===== src/rtl/irq_dispatch_seq_if.sv =====
// ---------------------------------------------------------------------------
// irq_dispatch_seq_if
//   Bundles the encoder-facing and CPU-facing signals of the interrupt
//   dispatch stage.
//
//   Handshake semantics: bus_pend/chan_in are a level-sampled request
//   that must hold steady for a settle window. cpu_irq is a level request
//   that stays high until the CPU raises cpu_ack (pulse or level) or the
//   ack window expires. cpu_vec stays frozen while cpu_irq is high and while
//   the channel is in service. cpu_eoi ends service. src_clr is a one-cycle
//   pulse back to the source when the CPU accepts the vector.
//
//   Modports:
//     master : environment / encoder + CPU side (drives inputs of the stage)
//     slave  : the dispatch stage itself
//
//   Signals:
//     bus_pend [2:0]         encoder bus-pending flags, bit0 = bus A (highest)
//     chan_in  [3:0]         encoder winning-channel code
//     cpu_irq                interrupt request to CPU (level)
//     cpu_vec  [5:0]         {bus_idx[1:0], chan[3:0]}
//     cpu_ack                CPU accepts vector
//     cpu_eoi                CPU end-of-interrupt pulse
//     src_clr                one-cycle clear pulse for the accepted channel
//     svc_mask [3*NCHAN-1:0] one-hot mask of in-service channel
//     err_tmo                sticky ack-timeout flag
//     err_ill                sticky illegal-channel flag
// ---------------------------------------------------------------------------
interface irq_dispatch_seq_if #(
    parameter int NCHAN = 9
);
    logic [2:0]         bus_pend;
    logic [3:0]         chan_in;
    logic               cpu_irq;
    logic [5:0]         cpu_vec;
    logic               cpu_ack;
    logic               cpu_eoi;
    logic               src_clr;
    logic [3*NCHAN-1:0] svc_mask;
    logic               err_tmo;
    logic               err_ill;

    modport master (
        output bus_pend, chan_in, cpu_ack, cpu_eoi,
        input  cpu_irq, cpu_vec, src_clr, svc_mask, err_tmo, err_ill
    );

    modport slave (
        input  bus_pend, chan_in, cpu_ack, cpu_eoi,
        output cpu_irq, cpu_vec, src_clr, svc_mask, err_tmo, err_ill
    );
endinterface


===== src/rtl/irq_dispatch_seq.sv =====
// ---------------------------------------------------------------------------
// irq_dispatch_seq
//   Sequential dispatch stage behind the 27-channel combinational interrupt
//   priority encoder. The encoder's bus-pending flags and winning channel are
//   qualified over a settle window; once stable, a CPU interrupt is raised
//   with the {bus, channel} vector. The CPU acknowledges (or the request times
//   out), the source latch is cleared with a pulse, and the in-service
//   channel is masked back towards the encoder until end-of-interrupt.
//
//   Ports:
//     clk        rising-edge clock
//     rst        asynchronous active-high reset
//     bus        irq_dispatch_seq_if.slave (see interface for signal list)
//     dbg_state  current FSM state (0 IDLE, 1 SETTLE, 2 REQ, 3 SERVICE)
//
//   Parameters:
//     SETTLE_CYC  cycles the tag must stay stable before a request (1..15)
//     ACK_TMO     cycles cpu_irq may wait for cpu_ack (1..65535)
//     NCHAN       channels per bus; chan_in >= NCHAN is illegal
// ---------------------------------------------------------------------------
module irq_dispatch_seq #(
    parameter int SETTLE_CYC = 2,
    parameter int ACK_TMO    = 255,
    parameter int NCHAN      = 9
) (
    input  logic                 clk,
    input  logic                 rst,
    irq_dispatch_seq_if.slave    bus,
    output logic [1:0]           dbg_state
);

    localparam int NMASK = 3 * NCHAN;
    localparam int IW    = $clog2(NMASK);

    typedef enum logic [1:0] {
        IDLE    = 2'd0,
        SETTLE  = 2'd1,
        REQ     = 2'd2,
        SERVICE = 2'd3
    } state_t;

    state_t            state_q, state_d;
    logic [5:0]        cand_q, cand_d;
    logic [3:0]        stab_q, stab_d;
    logic [15:0]       ack_cnt_q, ack_cnt_d;
    logic              irq_q, irq_d;
    logic [5:0]        vec_q, vec_d;
    logic              clr_q, clr_d;
    logic [NMASK-1:0]  mask_q, mask_d;
    logic              tmo_q, tmo_d;
    logic              ill_q, ill_d;

    // -----------------------------------------------------------------------
    // Input decode
    // -----------------------------------------------------------------------
    logic       any_pend;
    logic [1:0] bus_idx;
    logic [5:0] tag;
    logic       tag_same;
    logic       settle_done;
    logic       cand_ill;
    logic       ack_expired;

    assign any_pend = |bus.bus_pend;

    // Lowest set bit wins: bus A has the highest priority.
    always_comb begin
        bus_idx = 2'd2;
        if (bus.bus_pend[0]) begin
            bus_idx = 2'd0;
        end else if (bus.bus_pend[1]) begin
            bus_idx = 2'd1;
        end
    end

    assign tag      = {bus_idx, bus.chan_in};
    assign tag_same = (tag == cand_q);

    // The count is checked before it is incremented, so the first stable
    // sample counts as 1 and the request issues SETTLE_CYC+1 edges after
    // bus_pend first appears.
    assign settle_done = tag_same && (stab_q == 4'(SETTLE_CYC));

    assign cand_ill = ({1'b0, cand_q[3:0]} >= 5'(NCHAN));

    // ack_cnt_q is 0 on the first REQ edge, so expiry at ACK_TMO-1 gives
    // cpu_irq exactly ACK_TMO cycles high. Ack is checked first and wins.
    assign ack_expired = (ack_cnt_q >= 16'(ACK_TMO - 1));

    // One-hot position of the in-service channel: bus_idx*NCHAN + chan.
    logic [IW-1:0]    svc_idx;
    logic [NMASK-1:0] svc_onehot;

    assign svc_idx    = IW'(vec_q[5:4]) * IW'(NCHAN) + IW'(vec_q[3:0]);
    assign svc_onehot = NMASK'(1) << svc_idx;

    // -----------------------------------------------------------------------
    // State and datapath registers
    // -----------------------------------------------------------------------
    always_ff @(posedge clk or posedge rst) begin
        if (rst) begin
            state_q   <= IDLE;
            cand_q    <= '0;
            stab_q    <= '0;
            ack_cnt_q <= '0;
            irq_q     <= 1'b0;
            vec_q     <= '0;
            clr_q     <= 1'b0;
            mask_q    <= '0;
            tmo_q     <= 1'b0;
            ill_q     <= 1'b0;
        end else begin
            state_q   <= state_d;
            cand_q    <= cand_d;
            stab_q    <= stab_d;
            ack_cnt_q <= ack_cnt_d;
            irq_q     <= irq_d;
            vec_q     <= vec_d;
            clr_q     <= clr_d;
            mask_q    <= mask_d;
            tmo_q     <= tmo_d;
            ill_q     <= ill_d;
        end
    end

    // -----------------------------------------------------------------------
    // Next-state logic
    // -----------------------------------------------------------------------
    always_comb begin
        state_d = state_q;
        case (state_q)
            IDLE: begin
                if (any_pend) begin
                    state_d = SETTLE;
                end
            end
            SETTLE: begin
                if (!any_pend) begin
                    state_d = IDLE;
                end else if (settle_done) begin
                    // An illegal channel is reported and dropped, never issued.
                    state_d = cand_ill ? IDLE : REQ;
                end
            end
            REQ: begin
                if (bus.cpu_ack) begin
                    state_d = SERVICE;
                end else if (ack_expired) begin
                    state_d = IDLE;
                end
            end
            SERVICE: begin
                if (bus.cpu_eoi) begin
                    state_d = IDLE;
                end
            end
            default: state_d = IDLE;
        endcase
    end

    // -----------------------------------------------------------------------
    // Output / datapath next values
    // -----------------------------------------------------------------------
    always_comb begin
        cand_d    = cand_q;
        stab_d    = stab_q;
        ack_cnt_d = ack_cnt_q;
        irq_d     = irq_q;
        vec_d     = vec_q;
        clr_d     = 1'b0;          // src_clr is only ever a single-cycle pulse
        mask_d    = mask_q;
        tmo_d     = tmo_q;
        ill_d     = ill_q;

        case (state_q)
            IDLE: begin
                // Every entry into SETTLE starts a fresh window, including a
                // re-entry with the same tag straight after EOI.
                if (any_pend) begin
                    cand_d = tag;
                    stab_d = 4'd1;
                end
            end
            SETTLE: begin
                if (any_pend) begin
                    if (!tag_same) begin
                        cand_d = tag;
                        stab_d = 4'd1;
                    end else if (settle_done) begin
                        if (cand_ill) begin
                            ill_d = 1'b1;
                        end else begin
                            vec_d     = cand_q;
                            irq_d     = 1'b1;
                            ack_cnt_d = '0;
                        end
                    end else if (stab_q != 4'hF) begin
                        stab_d = stab_q + 4'd1;
                    end
                end
            end
            REQ: begin
                if (bus.cpu_ack) begin
                    irq_d  = 1'b0;
                    clr_d  = 1'b1;
                    mask_d = svc_onehot;
                end else if (ack_expired) begin
                    irq_d = 1'b0;
                    tmo_d = 1'b1;
                end else if (ack_cnt_q != 16'hFFFF) begin
                    ack_cnt_d = ack_cnt_q + 16'd1;
                end
            end
            SERVICE: begin
                // A level ack still high here is ignored, so no second clear.
                if (bus.cpu_eoi) begin
                    mask_d = '0;
                end
            end
            default: ;
        endcase
    end

    assign bus.cpu_irq  = irq_q;
    assign bus.cpu_vec  = vec_q;
    assign bus.src_clr  = clr_q;
    assign bus.svc_mask = mask_q;
    assign bus.err_tmo  = tmo_q;
    assign bus.err_ill  = ill_q;
    assign dbg_state    = state_q;

    // -----------------------------------------------------------------------
    // Structural invariants
    // -----------------------------------------------------------------------
    a_irq_only_in_req: assert property (@(posedge clk) disable iff (rst)
        irq_q |-> (state_q == REQ));

    a_clr_single_pulse: assert property (@(posedge clk) disable iff (rst)
        clr_q |=> !clr_q);

    a_mask_only_in_service: assert property (@(posedge clk) disable iff (rst)
        (mask_q != '0) == (state_q == SERVICE));

    a_mask_onehot: assert property (@(posedge clk) disable iff (rst)
        $onehot0(mask_q));

endmodule


===== src/flat_wrapper.sv =====
// flat-port wrapper written by rule: the top's interface ports become plain ports
module irq_dispatch_seq_flat 
#(
    parameter int SETTLE_CYC = 2,
    parameter int ACK_TMO    = 255,
    parameter int NCHAN      = 9
)
  (clk, rst, dbg_state, bus_bus_pend, bus_chan_in, bus_cpu_ack, bus_cpu_eoi, bus_cpu_irq, bus_cpu_vec, bus_src_clr, bus_svc_mask, bus_err_tmo, bus_err_ill);
  irq_dispatch_seq_if #(.NCHAN(NCHAN)) bus_i ();
  input  logic clk;
  input  logic rst;
  output logic [1:0] dbg_state;
  input wire logic [$bits(bus_i.bus_pend)-1:0] bus_bus_pend;
  input wire logic [$bits(bus_i.chan_in)-1:0] bus_chan_in;
  input wire logic [$bits(bus_i.cpu_ack)-1:0] bus_cpu_ack;
  input wire logic [$bits(bus_i.cpu_eoi)-1:0] bus_cpu_eoi;
  output wire logic [$bits(bus_i.cpu_irq)-1:0] bus_cpu_irq;
  output wire logic [$bits(bus_i.cpu_vec)-1:0] bus_cpu_vec;
  output wire logic [$bits(bus_i.src_clr)-1:0] bus_src_clr;
  output wire logic [$bits(bus_i.svc_mask)-1:0] bus_svc_mask;
  output wire logic [$bits(bus_i.err_tmo)-1:0] bus_err_tmo;
  output wire logic [$bits(bus_i.err_ill)-1:0] bus_err_ill;
  assign bus_i.bus_pend = bus_bus_pend;
  assign bus_i.chan_in = bus_chan_in;
  assign bus_i.cpu_ack = bus_cpu_ack;
  assign bus_i.cpu_eoi = bus_cpu_eoi;
  assign bus_cpu_irq = bus_i.cpu_irq;
  assign bus_cpu_vec = bus_i.cpu_vec;
  assign bus_src_clr = bus_i.src_clr;
  assign bus_svc_mask = bus_i.svc_mask;
  assign bus_err_tmo = bus_i.err_tmo;
  assign bus_err_ill = bus_i.err_ill;
  irq_dispatch_seq #(.SETTLE_CYC(SETTLE_CYC), .ACK_TMO(ACK_TMO), .NCHAN(NCHAN)) u_core (.clk(clk), .rst(rst), .bus(bus_i), .dbg_state(dbg_state));
endmodule

===== config.mk =====
export PLATFORM = sky130hd
export DESIGN_NAME = irq_dispatch_seq_flat
export DESIGN_NICKNAME = d
export VERILOG_FILES = /design/src/rtl/irq_dispatch_seq_if.sv /design/src/rtl/irq_dispatch_seq.sv /design/src/flat_wrapper.sv
export SDC_FILE = /design/constraint.sdc
export NUM_CORES = 1
export LEC_CHECK = 0
export CAP_MARGIN = 20
export CORE_MARGIN = 1.5
export CORE_UTILIZATION = 48
export DETAILED_ROUTE_END_ITERATION = 8
export GPL_TIMING_DRIVEN = 0
export HOLD_SLACK_MARGIN = 0.05
export PLACE_DENSITY_LB_ADDON = 0.25
export SYNTH_ARGS = -nofsm -noshare
export SYNTH_HDL_FRONTEND = slang
export SYNTH_SLANG_ARGS = --single-unit

===== constraint.sdc =====
create_clock -name clk -period 2.2 [get_ports clk]
set_input_delay 0.22 -clock clk [delete_from_list [all_inputs] [get_ports clk]]
set_output_delay 0.22 -clock clk [all_outputs]
set_load 0.02 [all_outputs]

==> results.py, run 1 <==
metrics = {
    "global_routing": {
        "grt_max_degree": 36,
        "grt_first_pass_wirelength_um": 11300,
        "number_of_antenna_violations_at_the_first_check_in_global_routing": 0,
        "first_global_vias": 2299,
        "grt_util_all_layers_pct": 20.5,
        "remaining_global_route_overflow": 0,
    },
    "timing": {
        "setup-tns-final_ps": 0,
        "fin_skew_ps": 5.12,
        "post-route-min-period_ps": 2150,
        "final_min_period_over_clock_period_pct": 97.9,
        "finalHoldViolations": 0,
        "setup-violations-final": 0,
        "report.final.slew_viol_count": 0,
        "unrepaired_setup_endpoints_after_global_routing": "yes",
        "slew_at_the_pin_closest_to_its_max_slew_limit_ps": 692,
        "maxClockFrequency_mhz": 464,
        "maxSlewHeadroom_pct": 53.5,
    },
    "clock_network": {
        "cts_root_buffer": "sky130_fd_sc_hd__clkbuf_8",
        "insertion_delay_ps": 340,
        "clkSlewWorstSetupHoldPaths_ps": 70,
        "number_of_buffers_created_by_cts": 9,
        "total_number_of_clock_tree_sinks": 65,
        "cts-htree-levels": 3,
        "number_of_buffers_on_the_longest_clock_path": 2,
        "tritoncts": "built",
    },
    "floorplanning": {
        "chipWidth_um": 83.4,
        "core_mm2": 0.00631,
        "die_h_um": 83.4,
        "dieArea_mm2": 0.00696,
        "ioPinCount": 50,
        "starting_density_of_the_core_pct": 49.1,
        "rows": 29,
    },
    "synth": {
        "synth.top_cell.area_share_pct": 52.4,
        "leading_cell_types_by_total_area_after_synthesis": "sky130_fd_sc_hd__dfrtp_1 (52%), sky130_fd_sc_hd__a22o_1 (6.5%), sky130_fd_sc_hd__ha_1 (3.6%)",
        "synth-async-reset-ratio_pct": 100,
        "synth.yosys.seq_area_share_pct": 52.4,
        "synth_warnings": 0,
        "edff_count_synth": 0,
        "yosysTopAreaCell": "sky130_fd_sc_hd__dfrtp_1",
        "synth.lib_cells_used.distinct": 60,
        "synthesized_instance_count": 268,
        "most_numerous_cell_in_the_yosys_netlist": "sky130_fd_sc_hd__dfrtp_1",
        "syn-num-nets": 289,
        "ys_ff_latch": 65,
        "synth_ff_type": "sky130_fd_sc_hd__dfrtp_1",
        "syn_area_mm2": 0.00310,
        "syn_avg_cell_area_um2": 11.6,
        "top_cell_types_by_occurrence_after_synthesis": "sky130_fd_sc_hd__dfrtp_1 (65), sky130_fd_sc_hd__a22o_1 (23), sky130_fd_sc_hd__nand2_1 (16)",
    },
    "critical_path": {
        "worst-endpoint-arrival_ps": 2430,
        "crit_path_launch_type": "register",
        "timing.critical_path.required_ps": 2480,
        "worst_setup_path_end_kind": "register",
        "type_of_the_setup_path_with_the_least_slack": "reg2reg",
        "critical_path_peak_fanout": 6,
    },
    "final_layout": {
        "fillers": 523,
        "synthToLayoutAreaGrowth_pct": 30.3,
        "number_of_standard_cells_in_the_layout_taps_in_and_fillers_out": 416,
        "final_util_pct": 64.0,
        "fin_nets": 355,
        "post_route_cells_drive_above_1_share_pct": 20.1,
        "final_area_mm2": 0.00404,
        "antenna_cells": 0,
    },
    "pwr": {
        "cellPowerDensity_mw_per_mm2": 809,
        "fin_total_pwr_w": 0.00327,
        "power.leakage_nw": 1.85,
        "power.ir.vdd_worst_v": 0.000567,
    },
    "routing": {
        "detail_route.drc_violations": 0,
        "viasPerCell": 5.85,
        "detailedRoute.firstIterationViolations": 143,
        "num_vias": 2433,
        "routed_wirelength_um": 6860,
        "routedWlPerCell_um": 16.5,
        "drtPass1Iterations": 4,
        "detail-route-antenna-nets": 0,
    },
    "placement": {
        "place.detailed.hpwl_um": 4880,
        "placed_instance_count": 395,
        "standard_cell_area_after_detailed_placement_mm2": 0.00374,
        "finalWeightedCongestion": 0.817,
        "portBuffers": 49,
    },
    "run_status": {
        "run_status": "finished, final reports clean",
    },
    "flow_run": {
        "maxCapViolations": 0,
    },
    "worst_hold_path": {
        "worstHoldPathType": "in2async",
    },
}
path summary, 6_finish.rpt:
check	start	end	slack (ps)	cells past startpoint
min in group clk	u_core.bus.err_tmo	u_core.bus.err_tmo	460	1
hold reg to reg	u_core.bus.err_tmo	u_core.bus.err_tmo	460	1
setup reg to reg	u_core.bus.cpu_vec[1]	u_core.bus.svc_mask[26]	50	6
max in group asynchronous	rst	u_core.bus.cpu_vec[1]	1280	3
hold / removal	rst	u_core.bus.src_clr	300	2
setup / recovery	u_core.bus.cpu_vec[1]	u_core.bus.svc_mask[26]	50	6
layout make-up:
| cell class | instances | area (um2) | share of cell area [%] |
|---|---|---|---|
| Buffer | 10 | 50.0 | 1.24 |
| Inverter | 9 | 33.8 | 0.836 |
| Clock buffer | 9 | 124 | 3.06 |
| Timing Repair Buffer | 56 | 556 | 13.7 |
| Tap cell | 77 | 96.3 | 2.38 |
| Multi-Input combinational cell | 183 | 1480 | 36.5 |
| Clock inverter | 7 | 77.6 | 1.92 |
| Sequential cell | 65 | 1630 | 40.3 |
placed cells by master, fill, tap and decap left out, drive strengths merged, types with 3 or more instances in the layout:
cell and n:
buf 12, nor3 4, a22o 23, ha 9
clkdlybuf4s50 49, a21oi 10, and2 9, nor2b 7
xnor2 3, or4 4, a31oi 7, xor2 5
inv 12, nor2 11, o22ai 4, mux2 10
nor3b 4, a32o 4, nand3 7, dfrtp 65
nand4 3, and3 5, o21ai 4, clkbuf 14
nand2 17
layer usage:
metal  wire (um)  track usage (%)
met1        3180             27.8
met2        3260             31.8
met3         270             4.08
met4         144             10.0
met5           0                0
stage by stage:
step | setup slack [ps] | hold slack (ps)
after detailed placement | -249 | 447
after floorplan | 7.08 | 319
after CTS | 36.2 | 304
after global placement | -924 | 443
after global routing | -24.8 | 361
final | 46.0 | 299
logic make-up after synthesis:
kind of cell / count (synthesis) / share of synthesized area [%]
muxes: 11 / 3.95
DFF: 65 / 52.4
xor gates and xnor gates: 8 / 2.26
adders and majority gates: 10 / 4.27
and+or+nand+nor: 81 / 16.0
AOI/OAI and AO/OA: 73 / 18.2
buffers and inverters: 20 / 2.82
flip-flops by register name, summed over array words and instances (netlist names):
signal / flops
u_core.bus.err_tmo: 1
u_core.cand_q: 6
u_core.stab_q: 4
u_core.bus.cpu_vec: 6
u_core.ack_cnt_q: 16
u_core.bus.svc_mask: 27
u_core.bus.err_ill: 1
u_core.dbg_state: 2
u_core.bus.cpu_irq: 1
u_core.bus.src_clr: 1
timing repair:
item | in CTS | in global routing
pin swaps | 0 | 2
endpoints found under the setup margin | 27 | 19
hold buffers | 0 | 0
gates resized for setup | 9 | 6
hold endpoints to repair | 0 | 0
buffers inserted | 2 | 4
worst max-delay path, stage by stage (launching register included):
cell and delay [ps]:
sky130_fd_sc_hd__dfrtp_2 430, sky130_fd_sc_hd__ha_4 250, sky130_fd_sc_hd__ha_2 190, sky130_fd_sc_hd__fa_2 400, sky130_fd_sc_hd__xnor2_2 160, sky130_fd_sc_hd__nor3_2 430
sky130_fd_sc_hd__a32o_1 240
power by group:
group	switching (W)	total, W	internal, W
sequential	0.000156	0.00148	0.00132
combinational	0.000426	0.000765	0.000339
clock	0.000494	0.00103	0.000535
total	0.00108	0.00327	0.00219
(Power assumes the default switching activity.)
==> run 2: changes to the inputs <==
ABC_CLOCK_PERIOD_IN_PS = 2200   (was unset)
CAP_MARGIN = unset   (was 20)
CTS_CLUSTER_DIAMETER = 40   (was unset)
==> results of run 2 <==
The final DEF is identical to that of run 1; final timing and power are the same.
